===== config.mk =====
export PLATFORM = sky130hd
export DESIGN_NAME = acc_job_dispatcher
export DESIGN_NICKNAME = d
export VERILOG_FILES = /design/src/rtl/acc_job_dispatcher.sv
export SDC_FILE = /design/constraint.sdc
export NUM_CORES = 1
export LEC_CHECK = 0
export CAP_MARGIN = 20
export CORE_ASPECT_RATIO = 0.75
export CORE_MARGIN = 5
export CORE_UTILIZATION = 59
export CTS_CLUSTER_SIZE = 8
export DETAILED_ROUTE_END_ITERATION = 6
export GPL_TIMING_DRIVEN = 0
export PLACE_DENSITY = 0.85
export RECOVER_POWER = 50
export SLEW_MARGIN = 20
export SYNTH_ARGS = -nofsm -noshare
export SYNTH_HDL_FRONTEND = slang
export SYNTH_SLANG_ARGS = --single-unit

===== constraint.sdc =====
create_clock -name clk -period 5.4 [get_ports clk]
set_input_delay 1.08 -clock clk [delete_from_list [all_inputs] [get_ports clk]]
set_output_delay 1.08 -clock clk [all_outputs]
set_load 0.01 [all_outputs]

===== src/rtl/acc_job_dispatcher.sv =====
// acc_job_dispatcher: buffers operand jobs in a small FIFO, drives one job at a
// time into a scheduled accelerator (start / op_ready / result_en / done_next),
// and returns each result, or a timeout error, on a registered output slot.
//
// Handshake rule for both streams: a transfer happens on the rising clk edge
// where valid && ready are both high. A valid source holds its data until that
// edge. ready may depend on internal state only, never combinationally on valid.
module acc_job_dispatcher #(
  parameter int DW      = 16,
  parameter int DEPTH   = 4,
  parameter int TIMEOUT = 15
) (
  input  logic          clk,
  input  logic          rst,
  input  logic          in_valid,
  output logic          in_ready,
  input  logic [DW-1:0] in_a,
  input  logic [DW-1:0] in_b,
  input  logic          acc_op_ready,
  output logic          acc_start,
  output logic [DW-1:0] acc_a,
  output logic [DW-1:0] acc_b,
  input  logic          acc_result_en,
  input  logic [DW-1:0] acc_result,
  input  logic          acc_done,
  output logic          out_valid,
  input  logic          out_ready,
  output logic [DW-1:0] out_data,
  output logic          out_err,
  output logic          busy,
  output logic [7:0]    job_count,
  output logic [1:0]    dbg_state
);

  localparam int AW = $clog2(DEPTH);
  localparam int CW = AW + 1;
  localparam int TW = (TIMEOUT > 1) ? $clog2(TIMEOUT) : 1;

  typedef enum logic [1:0] {
    IDLE  = 2'd0,
    ISSUE = 2'd1,
    WAIT  = 2'd2
  } state_t;

  // Job FIFO storage and bookkeeping
  logic [DW-1:0] mem_a_q [DEPTH];
  logic [DW-1:0] mem_b_q [DEPTH];
  logic [AW-1:0] wr_ptr_q, wr_ptr_d;
  logic [AW-1:0] rd_ptr_q, rd_ptr_d;
  logic [CW-1:0] count_q, count_d;

  // Dispatcher state
  state_t        state_q;
  logic [DW-1:0] acc_a_q, acc_b_q;
  logic [DW-1:0] result_q;
  logic [TW-1:0] timer_q;
  logic          out_valid_q;
  logic [DW-1:0] out_data_q;
  logic          out_err_q;
  logic [7:0]    job_count_q;

  logic push, pop;

  assign in_ready = (count_q != CW'(DEPTH));
  assign push     = in_valid && in_ready;
  // A new job starts only when the accelerator is idle and the previous result
  // has left the output slot, so jobs never overlap.
  assign pop      = (state_q == IDLE) && (count_q != '0) && acc_op_ready && !out_valid_q;

  // FIFO pointer and occupancy next-state
  always_comb begin
    wr_ptr_d = wr_ptr_q;
    rd_ptr_d = rd_ptr_q;
    count_d  = count_q;
    if (push) wr_ptr_d = wr_ptr_q + 1'b1;
    if (pop)  rd_ptr_d = rd_ptr_q + 1'b1;
    case ({push, pop})
      2'b10:   count_d = count_q + 1'b1;
      2'b01:   count_d = count_q - 1'b1;
      default: count_d = count_q;
    endcase
  end

  // FIFO pointer and occupancy registers
  always_ff @(posedge clk or posedge rst) begin
    if (rst) begin
      wr_ptr_q <= '0;
      rd_ptr_q <= '0;
      count_q  <= '0;
    end else begin
      wr_ptr_q <= wr_ptr_d;
      rd_ptr_q <= rd_ptr_d;
      count_q  <= count_d;
    end
  end

  // FIFO payload write; contents are don't-care until pushed, so no reset
  always_ff @(posedge clk) begin
    if (push) begin
      mem_a_q[wr_ptr_q] <= in_a;
      mem_b_q[wr_ptr_q] <= in_b;
    end
  end

  // Dispatch FSM, operand latches, watchdog timer and output slot
  always_ff @(posedge clk or posedge rst) begin
    if (rst) begin
      state_q     <= IDLE;
      acc_a_q     <= '0;
      acc_b_q     <= '0;
      result_q    <= '0;
      timer_q     <= '0;
      out_valid_q <= 1'b0;
      out_data_q  <= '0;
      out_err_q   <= 1'b0;
      job_count_q <= '0;
    end else begin
      if (out_valid_q && out_ready) begin
        out_valid_q <= 1'b0;
        job_count_q <= job_count_q + 8'd1;
      end
      case (state_q)
        IDLE: begin
          if (pop) begin
            acc_a_q  <= mem_a_q[rd_ptr_q];
            acc_b_q  <= mem_b_q[rd_ptr_q];
            result_q <= '0;
            state_q  <= ISSUE;
          end
        end
        ISSUE: begin
          timer_q <= '0;
          state_q <= WAIT;
        end
        WAIT: begin
          if (acc_result_en) result_q <= acc_result;
          if (acc_done) begin
            // A result strobe in the done cycle is forwarded directly.
            out_valid_q <= 1'b1;
            out_data_q  <= acc_result_en ? acc_result : result_q;
            out_err_q   <= 1'b0;
            state_q     <= IDLE;
          end else if (timer_q == TW'(TIMEOUT - 1)) begin
            out_valid_q <= 1'b1;
            out_data_q  <= '0;
            out_err_q   <= 1'b1;
            state_q     <= IDLE;
          end else begin
            timer_q <= timer_q + 1'b1;
          end
        end
        default: state_q <= IDLE;
      endcase
    end
  end

  assign acc_start = (state_q == ISSUE);
  assign acc_a     = acc_a_q;
  assign acc_b     = acc_b_q;
  assign out_valid = out_valid_q;
  assign out_data  = out_data_q;
  assign out_err   = out_err_q;
  assign busy      = (state_q != IDLE) || (count_q != '0);
  assign job_count = job_count_q;
  assign dbg_state = state_q;

endmodule


# Yosys cells after proc, flatten, opt, wreduce, memory -nomap -nowiden
# Memories as Yosys holds them, arrays and structs flattened. A register that Yosys moved wholly into a read port is not among the register bits.
# Index checks and enable logic that the tools add are counted.
word_totals:
  input_bits: 55
  wordCells: 68
  reg_bits: 55
  out_inout_bits: 63
  ramBits: 128
  n_memories: 2
memory_table:
  columns: ["name", "words", "width", "rd", "rd_ports_with_merged_regs", "wr", "line_no", "text"]
  rows:
  - ["mem_a_q", 4, 16, 1, 1, 1, "46", "logic [DW-1:0] mem_a_q [DEPTH];"]
  - ["mem_b_q", 4, 16, 1, 1, 1, "47", "logic [DW-1:0] mem_b_q [DEPTH];"]
classes:
  addsub: 6
  eq_ne: 10
  reduce_logical: 19
  n_mux: 21
op_table:
  columns: ["op", "count"]
  rows:
  - ["16-bit two-way mux", 4]
  - ["16-bit one-hot mux with 2 select lines", 1]
  - ["2-bit nonzero test", 5]
  - ["8-bit by 1-bit adder with 8-bit output, second input constant", 1]
  - ["1-bit two-way mux", 8]
  - ["4-bit two-way mux", 2]
  - ["4-bit one-hot mux with 2 select lines", 1]
  - ["2-bit AND reduction", 4]
  - ["2-bit two-way mux", 3]
  - ["2-bit inequality test, second input constant", 3]
  - ["3-bit inequality test, second input constant", 2]
  - ["2-bit one-hot mux with 3 select lines", 1]
  - ["3-bit one-hot mux with 2 select lines", 1]
  - ["1-bit logical AND", 5]
  - ["2-bit by 1-bit adder with 2-bit output, second input constant", 2]
  - ["4-bit by 1-bit adder with 4-bit output, second input constant", 1]
  - ["2-bit by 1-bit equality test with 1-bit output, second input constant", 2]
  - ["2-bit equality test, second input constant", 2]
  - ["4-bit equality test, second input constant", 1]
  - ["3-bit by 1-bit adder with 3-bit output, second input constant", 1]
  - ["3-bit AND reduction", 1]
  - ["3-bit nonzero test", 1]
  - ["3-bit by 1-bit subtractor with 3-bit output, second input constant", 1]
  - ["2-bit logical NOT", 1]
  - ["other kinds (2)", 2]

# Longest topological paths before layout
depth:
  depth_word: 6
  mapped_depth: 12

# Worst setup path after synthesis
# Ideal clock, no wire load.
synth_path:
  kind: "input port to flip-flop"
  startpoint: "input port acc_op_ready"
  endpoint: "register count_q[2]"
  arrival_ns: 2.671
  path_slack_ns: 2.650
  setup_ns: 0.079
  path_stages: 10
  path_cell_list: "and3b_1 -> and2_4 -> buf_6 -> buf_6 -> ha_1 -> inv_1 -> fa_1 -> xor2_1 -> nor2_1 -> xor2_1"
synth_via:
  elab_chain_cells: 4
  word_cells_on_any_way: 6
  classes_between: "eq/ne: 2; mux: 1; reduce/logical: 3"
synth_lines:
  columns: ["element", "line_no", "text"]
  rows:
  - ["start, declared", "19", "input logic acc_op_ready,"]
  - ["1-bit logical AND (*) (2 in series)", "68", "assign pop = (state_q == IDLE) && (count_q != '0) && acc_op_ready && !out_valid_q;"]
  - ["via pop", "62", "logic push, pop;"]
  - ["2-bit by 1-bit equality test with 1-bit output or 2-bit equality test (tied branches)", "77", "case ({push, pop})"]
  - ["3-bit one-hot mux with 2 select lines or 2-bit nonzero test (tied branches)", null, null]
  - ["end signal, assigned", "93", "count_q <= count_d;"]
  - ["end, declared", "50", "logic [CW-1:0] count_q, count_d;"]
# Mark *: on every way through the listed nets, which the timed path passes. The rest lies on a longest branch.
# A chain may end at the register's enable or synchronous reset.

# Worst setup path in the final report
layout_path:
  startpoint: "register state_q[0] (netlist: dbg_state[0])"
  endpoint: "output port busy"
layout_via:
  elab_chain_cells: 2
layout_lines:
  columns: ["element", "line_no", "text"]
  rows:
  - ["start, declared", "53", "state_t state_q;"]
  - ["start signal, assigned", "108", "state_q <= IDLE;"]
  - ["start signal, assigned", "128", "state_q <= ISSUE;"]
  - ["start signal, assigned", "133", "state_q <= WAIT;"]
  - ["2-bit nonzero test", "163", "assign busy = (state_q != IDLE) || (count_q != '0);"]
  - ["1-bit logical OR", "163", null]
  - ["end, declared", "30", "output logic busy,"]
# Every way passes these cells.

==> reports/metrics.cfg <==
[sta]
tns_ps = 0
finalMaxSlewViolations = 52
final-setup-viol-count = 0
timing.hold.ws_ps = 466
max_clock_freq_mhz = 301
fin_worst_skew_ps = 12.0
maxSlewHeadroom_pct = -55.2
period_share_pct = 61.6
worstMarginPinSlew_ps = 2320
rsz0062_at_grt = no
fin_ws_ps = 2070
hold_viol = 0
period_needed_ps = 3330

[synthesis]
synthFlopType = edfxtp_1
netlist_top_cells_area = edfxtp_1 (45%), dfrtp_1 (26%), mux4_2 (8.5%)
synth_edf_count = 128
ys_seq_area_share_pct = 71.1
syn_nets = 506
avgSynthCellArea_um2 = 19.3
ys_warn_count = 0
ys_types = 38
syn-instance-count = 438
ys_ff_latch = 215
synth_top_cell_by_area = edfxtp_1
syn_area_um2 = 8470
synthArstFlopShare_pct = 40.5
synth_top_area_share_pct = 45.4

[placement]
hpwl_um = 10900
post-place-ws_ps = 1950
gp_congestion = 0.783
io_buffers = 116
dp.cells = 734

[detailed_routing]
wl_per_cell_um = 22.1
top_layer_used = met4
via_count = 4569
drtIter0Drc = 282
met3_length_um = 1160
wl_met2_um = 8810
first_pass_iters = 4
ant_nets = 0
met1_length_um = 7130
vias_per_cell = 5.80
drc_errors = 0
drt-total-wl_um = 17400

[floorplanning]
die_h_um = 114
die_w_um = 148
rows = 37
initial_core_util_pct = 61.0
coreArea_um2 = 13900
die_area_um2 = 16900
num_io_pins = 118

[critical_path]
path_class = reg -> out
cp_max_fo = 4
path_buf_inv = 2
worstPathRequired_ps = 4320
crit_arrival_ps = 2250
r2r.worst_path.cells = 12
cp_num_cells = 4
slowest_delay_ps = 500
critPathTopFamily = buffers and inverters
slowest_stage = or4b_4
start_kind = flip-flop
startpoint = dbg_state[0]$_DFFE_PP0P_
cp-end-kind = output port
crit_chain = inv_1 > ha_1 > or4b_4 > clkdlybuf4s50_1
r2r-start = dbg_state[0]$_DFFE_PP0P_

[final_layout]
syn2layout_area_growth_pct = 27.6
fillers = 769
layoutNonFillerInstCount = 788
nets = 659
mostFrequentLayoutCell = edfxtp_1
final_cell_mix = edfxtp_1 (128), dfrtp_1 (87), clkdlybuf4s50_1 (79), dlygate4sd3_1 (37), o2bb2ai_1 (33)
drive_above_1_share_pct = 20.3

[status]
outcome = finished, violations left
violations = capacitance limit, slew limit

[cts]
clock-sinks = 215
insertion_delay_ps = 520
cts_root_buffer = clkbuf_16
clk_path_buf_depth = 3
clkTransAtPathRegs_ps = 50
hold_buffers = 0
cts_buffers = 30
post_cts_buffers = 0
cts_resized = 0
cts_tree = yes
h-tree-depth = 1

[global_routing]
grt_overflow = 0
grt_usage_pct = 21.0
antenna_found_initial = 1
grt_max_degree = 53
grt_pass1_vias = 4878
grt_pass1_wl_um = 27400

[power_and_ir_drop]
power_density_nw_per_um2 = 583
finalPower_w = 0.00630
p_leak_nw = 4.15
peakVddDrop_mv = 0.333

[hold_path]
min_path_cells = 1
hp-class = reg -> reg
min_from = job_count[7]$_DFFE_PP0P_

[job]
drv_cap = 1

==> final timing paths <==
path                                       endpoint  slack, ps
max                                            busy       2070
min                        job_count[7]$_DFFE_PP0P_        470
max reg2reg                  count_q[2]$_DFFE_PP0P_       2740
min reg2reg                job_count[7]$_DFFE_PP0P_        470
max in group asynchronous   result_q[3]$_DFFE_PP0P_       2700
min in group asynchronous      acc_b[8]$_DFFE_PP0P_       1640
==> metal layers <==
layer	vias to the layer above	GRT usage, %
met4	0	5.05
li1	2022	-
met1	2367	28.6
met3	25	4.53
met5	-	0
met2	155	35.3
==> state kept, by name, indices dropped and copies added (netlist names) <==
register / flops
acc_a: 16
acc_b: 16
count_q: 3
dbg_state: 2
job_count: 8
mem_a_q: 64
mem_b_q: 64
out_data: 16
out_err: 1
out_valid: 1
rd_ptr_q: 2
result_q: 16
timer_q: 4
wr_ptr_q: 2
==> synthesized netlist by cell type, drive strengths merged, types with 2 or more instances <==
master	n
dfrtp	87
and2	2
xnor2	7
and3	8
mux4	32
o2111ai	2
clkbuf	8
nand2	4
mux2i	18
nor2	5
edfxtp	128
buf	12
nand3	4
inv	15
o2bb2ai	33
xor2	6
ha	12
nand4	3
mux2	37
==> kinds of logic after synthesis <==
group | share of synthesized area [%]
DFF | 71.1
muxes | 16.8
xor gates and xnor gates | 1.34
buffers and inverters | 2.02
AOI/OAI and AO/OA | 4.42
and+or+nand+nor | 2.33
adders and majority gates | 2.01
==> final cells by class <==
type                       count  area (um^2)  area share [%]
antenna                        1         2.50          0.0232
buffer                        20          115            1.07
clock buffer                  52          833            7.71
clock inverter                 1         16.3           0.150
inverter                      15         57.6           0.533
multi-input combinational    188         2270            21.0
sequential                   215         6020            55.7
tap                          175          219            2.03
timing repair buffer         121         1270            11.7
==> through the flow <==
step           cell area (um^2)  utilization [%]
2_1_floorplan              8470                -
3_3_place_gp               9850             70.9
3_5_place_dp               9970             71.8
4_1_cts                   10800             77.9
5_1_grt                   10800             77.8
6_report                  10800             77.8
==> power breakdown <==
group          switching, W  total, W  internal [W]
registers          0.000257   0.00252       0.00226
logic              0.000937   0.00211       0.00118
clock network      0.000636   0.00167       0.00103
total               0.00183   0.00630       0.00447
==> worst reg2reg max path, delay by kind of cell, from the launching register on <==
| kind | cells | cell delay [ps] |
|---|---|---|
| fa+ha+maj | 3 | 790 |
| simple gates | 3 | 550 |
| xor+xnor | 2 | 320 |
| flops | 1 | 400 |
| buf+inv | 4 | 510 |
No activity file was read; power rests on OpenSTA's default activity.
